### src/rtl/instruction_decoder.sv
// instruction_decoder: turns a stream of ASCII light-grid puzzle lines into packed instruction words.
// Define INSTRUCTION_DECODER_STATS_EN to enable the saturating instr_count/drop_count counters.
module instruction_decoder #(
  parameter int COORD_WIDTH = 10
) (
  input  logic                     clk,
  input  logic                     reset,
  input  logic                     inbound_valid,
  input  logic [7:0]               inbound_data,
  output logic                     wr_valid,
  output logic [4*COORD_WIDTH+3:0] wr_data,
  output logic                     done,
  output logic                     parse_error,
  output logic [15:0]              instr_count,
  output logic [15:0]              drop_count
);
  localparam int INSTRUCTION_WIDTH = 4*COORD_WIDTH+4;

  typedef enum logic [2:0] {LINE_START, KEYWORD, NUMBER, GAP, FLUSH, DONE} state_t;

  state_t                       state_reg;
  logic [COORD_WIDTH-1:0]       acc_reg;
  logic [COORD_WIDTH-1:0]       field_reg [4];
  logic [2:0]                   idx_reg;
  logic [1:0]                   op_reg;
  logic                         bad_reg;
  logic                         hold_valid_reg;
  // The hold keeps everything but the last flag, which is decided at emission time.
  logic [INSTRUCTION_WIDTH-2:0] hold_reg;

  logic                         is_digit;
  logic                         is_letter;
  logic                         is_nl;
  logic                         is_nul;
  logic                         closing;
  logic                         line_ok;
  logic [1:0]                   letter_op;
  logic [COORD_WIDTH-1:0]       digit_val;
  logic [COORD_WIDTH-1:0]       acc_next;
  logic [3:0]                   fields_total;
  logic [INSTRUCTION_WIDTH-2:0] line_word;

  always_comb begin
    is_digit  = (inbound_data >= 8'h30) && (inbound_data <= 8'h39);
    is_letter = ((inbound_data >= 8'h61) && (inbound_data <= 8'h7A)) ||
                ((inbound_data >= 8'h41) && (inbound_data <= 8'h5A));
    is_nl     = (inbound_data == 8'h0A);
    is_nul    = (inbound_data == 8'h00);
    digit_val = COORD_WIDTH'(inbound_data - 8'h30);
    acc_next  = COORD_WIDTH'(acc_reg * 10 + digit_val);
    case (inbound_data)
      8'h66:   letter_op = 2'b00;
      8'h6E:   letter_op = 2'b01;
      8'h65:   letter_op = 2'b10;
      default: letter_op = 2'b11;
    endcase
    // A number still being accumulated counts as the final field when the line ends.
    closing      = (state_reg == NUMBER);
    fields_total = {1'b0, idx_reg} + {3'b000, closing};
    line_ok      = !bad_reg && (op_reg != 2'b11) && (fields_total == 4'd4);
    line_word    = {1'b1, op_reg, field_reg[0], field_reg[1], field_reg[2],
                    closing ? acc_reg : field_reg[3]};
  end

  always_ff @(posedge clk) begin
    if (reset) begin
      state_reg      <= LINE_START;
      acc_reg        <= '0;
      idx_reg        <= '0;
      op_reg         <= 2'b11;
      bad_reg        <= 1'b0;
      hold_valid_reg <= 1'b0;
      hold_reg       <= '0;
      for (int i = 0; i < 4; i++) field_reg[i] <= '0;
      wr_valid       <= 1'b0;
      wr_data        <= '0;
      done           <= 1'b0;
      parse_error    <= 1'b0;
    end else begin
      wr_valid    <= 1'b0;
      parse_error <= 1'b0;
      if (state_reg == FLUSH) begin
        wr_valid       <= 1'b1;
        wr_data        <= {1'b1, hold_reg};
        hold_valid_reg <= 1'b0;
        done           <= 1'b1;
        state_reg      <= DONE;
      end else if (state_reg != DONE && inbound_valid && inbound_data != 8'h0D) begin
        if (is_nul || (is_nl && state_reg != LINE_START)) begin
          if (line_ok) begin
            hold_reg       <= line_word;
            hold_valid_reg <= 1'b1;
            if (hold_valid_reg) begin
              wr_valid <= 1'b1;
              wr_data  <= {1'b0, hold_reg};
            end
          end else if (state_reg != LINE_START) begin
            parse_error <= 1'b1;
          end
          acc_reg <= '0;
          idx_reg <= '0;
          op_reg  <= 2'b11;
          bad_reg <= 1'b0;
          for (int i = 0; i < 4; i++) field_reg[i] <= '0;
          if (is_nl) begin
            state_reg <= LINE_START;
          end else if (line_ok || hold_valid_reg) begin
            state_reg <= FLUSH;
          end else begin
            state_reg <= DONE;
            done      <= 1'b1;
          end
        end else begin
          case (state_reg)
            LINE_START: if (is_letter) begin
              op_reg    <= letter_op;
              state_reg <= KEYWORD;
            end
            KEYWORD: if (is_digit) begin
              acc_reg   <= digit_val;
              state_reg <= NUMBER;
            end else if (is_letter) begin
              op_reg <= letter_op;
            end
            NUMBER: if (is_digit) begin
              acc_reg <= acc_next;
            end else begin
              if (idx_reg < 3'd4) begin
                field_reg[idx_reg[1:0]] <= acc_reg;
                idx_reg                 <= idx_reg + 3'd1;
              end else begin
                bad_reg <= 1'b1;
              end
              state_reg <= GAP;
            end
            GAP: if (is_digit) begin
              acc_reg   <= digit_val;
              state_reg <= NUMBER;
            end
            default: ;
          endcase
        end
      end
    end
  end

`ifdef INSTRUCTION_DECODER_STATS_EN
  always_ff @(posedge clk) begin
    if (reset) begin
      instr_count <= '0;
      drop_count  <= '0;
    end else begin
      if (wr_valid && instr_count != 16'hFFFF) instr_count <= instr_count + 16'd1;
      if (parse_error && drop_count != 16'hFFFF) drop_count <= drop_count + 16'd1;
    end
  end
`else
  assign instr_count = '0;
  assign drop_count  = '0;
`endif

endmodule

### config.mk
export PLATFORM = sky130hd
export DESIGN_NAME = instruction_decoder
export DESIGN_NICKNAME = d
export VERILOG_FILES = /design/src/rtl/instruction_decoder.sv
export SDC_FILE = /design/constraint.sdc
export NUM_CORES = 1
export LEC_CHECK = 0
export ABC_AREA = 1
export BUFFER_PORTS_ARGS = -buffer_cell sky130_fd_sc_hd__buf_2
export CAP_MARGIN = 20
export CORE_ASPECT_RATIO = 0.7
export CORE_MARGIN = 2
export CORE_UTILIZATION = 54
export CTS_BUF_LIST = sky130_fd_sc_hd__clkbuf_8
export DETAILED_ROUTE_END_ITERATION = 10
export GPL_TIMING_DRIVEN = 0
export MAX_ROUTING_LAYER = met4
export PLACE_DENSITY = 0.81
export REMOVE_ABC_BUFFERS = 1
export SLEW_MARGIN = 20
export SYNTH_ARGS = -nofsm -noshare
export SYNTH_HDL_FRONTEND = slang
export SYNTH_SLANG_ARGS = --single-unit
### constraint.sdc
create_clock -name clk -period 2.8 [get_ports clk]
set_clock_uncertainty 0.05 [all_clocks]
set_input_delay 0.14 -clock clk [delete_from_list [all_inputs] [get_ports clk]]
set_output_delay 0.14 -clock clk [all_outputs]
set_load 0.05 [all_outputs]
# Yosys cells after proc, flatten, opt, wreduce, memory -nomap -nowiden
# Memory sizes are Yosys's and may differ from the RTL's. A register that Yosys moved wholly into a read port is not among the register bits.
# Cells that the tools add are included.
# totals
memories	1
output_inout_bits	79
wordCells	160
mem_bits_rw	40
inputBits	11
ff_bits	110
# mem_list
name	words	width	rd	rd_clocked_by_memory_dff	wr	line_no	text
field_reg	4	10	4	3	4	23	logic [COORD_WIDTH-1:0] field_reg [4];
# classes
n_bitwise	7
muxes	65
reduce_logical	39
n_eq_ne	24
n_lt_le_gt_ge	7
n_addsub	4
n_mul	1
# op_table
op	n
44-bit 2-to-1 mux	5
10-bit 2-to-1 mux	9
3-bit 2-to-1 mux	11
1-bit 2-to-1 mux	32
5-bit AND reduction	5
8-bit by 7-bit equality test with 1-bit output (second input constant)	3
10-bit one-hot mux with 2 select lines	1
8-bit by 7-bit >= comparator with 1-bit output (second input constant)	2
8-bit by 7-bit less-or-equal comparator with 1-bit output (second input constant)	2
4-bit AND reduction	4
2-bit nonzero test	6
10-bit adder	1
10-bit by 3-bit multiplier with 9-bit output (second input constant)	1
10-bit OR reduction	1
3-bit != test (second input constant)	3
3-bit one-hot mux with 3 select lines	1
3-bit nonzero test	3
8-bit by 6-bit subtractor with 9-bit output (second input constant)	1
8-bit by 4-bit equality test with 1-bit output (second input constant)	1
8-bit by 6-bit >= comparator with 1-bit output (second input constant)	1
8-bit by 6-bit less-or-equal comparator with 1-bit output (second input constant)	1
1-bit logical AND	8
8-bit logical NOT	1
2-bit 2-to-1 mux	4
other kinds (27)	40

# Longest topological paths before layout
# depth
ltp_word	11
mapped_depth	17
ltp_nobuf	17

# Least setup slack after synthesis
# No wires, ideal clock.
# synth_path
path_kind	reg2reg
start	register acc_reg[1]
end	register acc_reg[8]
t_arrival_ns	2.489
path_slack_ns	0.129
period_less_slack_ns	2.671
path_stages_with_launch	14
n_path_buf	0
required_ns	2.618
setup_ns	0.132
path_cell_list	dfxtp_1 ha_1 ha_1 fa_1 xor2_1 ha_1 nand2_1 nor2_1 nand2_1 nand3_1 nand2_1 or2_2 nand3_1 a21oi_1
# synth_via
elab_chain_cells	5
# synth_rtl
element	line_no	text
start: declaration	22	logic [COORD_WIDTH-1:0] acc_reg;
start signal: assignment	120	acc_reg <= digit_val;
start signal: assignment	126	acc_reg <= acc_next;
start signal: assignment	137	acc_reg <= digit_val;
10-bit by 3-bit multiplier with 9-bit output	50	acc_next = COORD_WIDTH'(acc_reg * 10 + digit_val);
10-bit adder	50	
10-bit 2-to-1 mux	125	NUMBER: if (is_digit) begin
10-bit one-hot mux with 2 select lines	114	case (state_reg)
10-bit 2-to-1 mux	89	if (is_nul || (is_nl && state_reg != LINE_START)) begin
# No other way between the ends. The select of a mux whose other input is x is not followed.
# A chain may end at the register's enable or synchronous reset.

# Worst setup path in the final report
# Ends and elaborated chain as after synthesis.

==> flow_summary.json <==
{
  "result_of_the_run": "completed",
  "layout.nets": 946,
  "synth_largest_area_cell": "dfxtp_1",
  "max-cap-violations": 0,
  "post_synthesis_area_per_instance_um2": 8.34,
  "worst-setup-path-type": "register to register",
  "cp.arrival_ps": 3010,
  "vdd.ir_drop.worst_v": 0.000322,
  "power_density_nw_per_um2": 862,
  "grt_first_pass_wirelength_um": 24200,
  "gpl.final_weighted_congestion": 0.891,
  "critical_path.n_buffers_inverters": 0,
  "fp.dieH_um": 100,
  "synthArstFlopShare_pct": 0,
  "floorplan.initialDensity_pct": 54.8,
  "clock_latency_ps": 440,
  "cpLargestDelayFamily": "adder cells",
  "design.die.area_um2": 14100,
  "yosysSeqAreaShare_pct": 47.8,
  "worst_setup_path_end_kind": "register",
  "ctsRootBufferMaster": "clkbuf_8",
  "pin_count_of_the_biggest_net_entering_global_routing": 86,
  "synth_area_um2": 7120,
  "via_count_of_the_first_global_routing_pass": 4992,
  "port_buffers": 57,
  "grt_antenna_before_repair": 0,
  "number_of_enable_flip_flop_cells_after_synthesis": 40,
  "synth_top_flop_cell": "dfxtp_1",
  "cell_types_occupying_the_most_area_after_synthesis": "dfxtp_1, edfxtp_1, a21oi_1",
  "ant_nets": 0,
  "start_kind": "register",
  "clk_pin_slew_ps": 80,
  "slew_headroom_pct": 40.1,
  "largest_register_ffs": 44,
  "numCtsBuffers": 17,
  "num_rows": 35,
  "totalNegativeSetupSlack_ps": 0,
  "p_total_mw": 6.87,
  "vias": 5693,
  "route.detailed.vias_per_inst": 5.26,
  "diodes": 0,
  "synth_cells": 854,
  "timing.final.setup_violations": 0,
  "layout_worst_path_cycle_share_pct": 98.3,
  "tritoncts_clock_tree": "built",
  "synth_top_area_share_pct": 30.9,
  "drive_above_1_share_pct": 16.8,
  "total_length_of_routed_wires_um": 15700,
  "die_span_in_x_um": 141,
  "placed_wire_length_estimate_um": 9460,
  "ios": 90,
  "route.detailed.wl_per_inst_um": 14.5,
  "syn2layout_area_growth_pct": 11.9,
  "clock_tree.htree_level_count": 4,
  "max_fo_critical_path": 5,
  "ys_ff_latch": 150,
  "min_cycle_time_layout_ps": 2750,
  "max_slew.worst_pin.slew_ps": 896,
  "p_leak_nw": 3.34,
  "drc_errors": 0,
  "synth.cells.most_frequent": "dfxtp_1, nand2_1, a21oi_1, inv_1, nor2_1",
  "timing.hold.worst.class": "primary input to register",
  "worst_ep_required_time_ps": 3060,
  "coreArea_um2": 13000,
  "global_route.usage.total_pct": 22.3,
  "clock.fmax_mhz": 363,
  "max-clock-path-buffers": 2,
  "drt_pass1_iterations": 6,
  "fin_worst_hold_slack_ps": 11.3,
  "crit_path_cell_trace": "ha_4 -> ha_4 -> fa_2 -> ha_2 -> a21oi_2 -> nor2_1 -> nor2_1 -> a21oi_1 -> or2_2 -> nand3_2 -> a21oi_1",
  "ys_types": 38,
  "grt_setup_unrepaired": "true",
  "grt_overflow": 0,
  "drt-initial-drc-count": 512,
  "clkSinkCount": 150,
  "finalHoldViolations": 0,
  "fillerInstances": 1137,
  "ys_warn_count": 0,
  "timing_max_transition_violations_final": 0,
  "critical_path.slowest_cell": "fa_2",
  "critical_path.max_stage_delay_ps": 530
}
## placed cells by master (no fill, tap or decap), types with 5 or more instances in the layout
cell         n
a21oi_1    104
buf_4        5
nand2_2      7
conb_1      32
nor2_1      89
buf_2       57
bufinv_16    6
clkbuf_8    17
nor3_1       7
a21oi_2     12
nand2_4      5
dfxtp_1    106
edfxtp_1    40
inv_1       94
o21ai_1     37
nand4_1      6
inv_2        9
nand3_1     23
nand2_1    110
ha_4         5
o21ai_0     73
ha_1        23
## logic make-up after synthesis
| logic type | synth area share (%) |
|---|---|
| and+or+nand+nor | 16.2 |
| AOI/OAI and AO/OA | 17.2 |
| buffers and inverters | 12.5 |
| DFF | 47.8 |
| adders and majority gates | 5.83 |
| xor gates and xnor gates | 0.492 |
| other | 0.0526 |
## per-layer routing
layer	global-route usage (%)	vias up	wire, um
met5	-	-	0
met4	8.00	0	282
met3	4.25	22	997
met2	32.9	192	7000
met1	30.9	2627	7390
li1	-	2852	-
## path summary, 6_finish.rpt
| check | from | end | slack (ps) | cells past startpoint |
|---|---|---|---|---|
| setup / recovery | acc_reg[1] | acc_reg[8] | 50 | 11 |
| hold / removal | inbound_data[1] | op_reg[1] | 10 | 4 |
| setup reg to reg | acc_reg[1] | acc_reg[8] | 50 | 11 |
| hold reg to reg | hold_reg[29] | wr_data[29] | 400 | 2 |
## report_power, final
group / leakage [nW] / switching, mW / internal, mW / total [mW]
logic: 1.80 / 1.78 / 0.508 / 2.28
registers: 1.31 / 0.155 / 2.50 / 2.65
clock network: 0.238 / 0.794 / 1.14 / 1.94
total: 3.34 / 2.73 / 4.15 / 6.87
## timing repair
action,CTS,global route
resized for setup,12,18
endpoints found under the hold margin,1,0
gates cloned,1,3
setup endpoints to repair,90,89
hold buffers,1,0
setup buffers,3,2
pin swaps,4,9
## through the flow
step	std cells	cell area, um2	utilization, %	setup slack, ps
2_1_floorplan	816	6740	-	107
3_3_place_gp	1039	7230	55.6	-622
3_5_place_dp	1040	7260	55.8	-293
4_1_cts	1077	7850	60.3	6.66
5_1_grt	1082	7970	61.3	-73.4
6_report	1082	7970	61.3	48.1
## worst register-to-register path, stage by stage (launching register included)
cell and delay [ps]:
dfxtp_4 380, ha_4 250, ha_4 170, fa_2 530, ha_2 310, a21oi_2 180
nor2_1 60, nor2_1 140, a21oi_1 80, or2_2 300, nand3_2 100, a21oi_1 80
## area by class of cell
cell class                 instances  area, um2  share of cell area (%)
timing repair buffer              64        353                    4.43
clock inverter                    15        231                    2.90
multi-input combinational        566       3140                    39.4
tap                              166        208                    2.61
clock buffer                      17        234                    2.94
inverter                         104        392                    4.91
sequential                       150       3410                    42.8
Note: power is estimated with default switching activity, not from simulation.
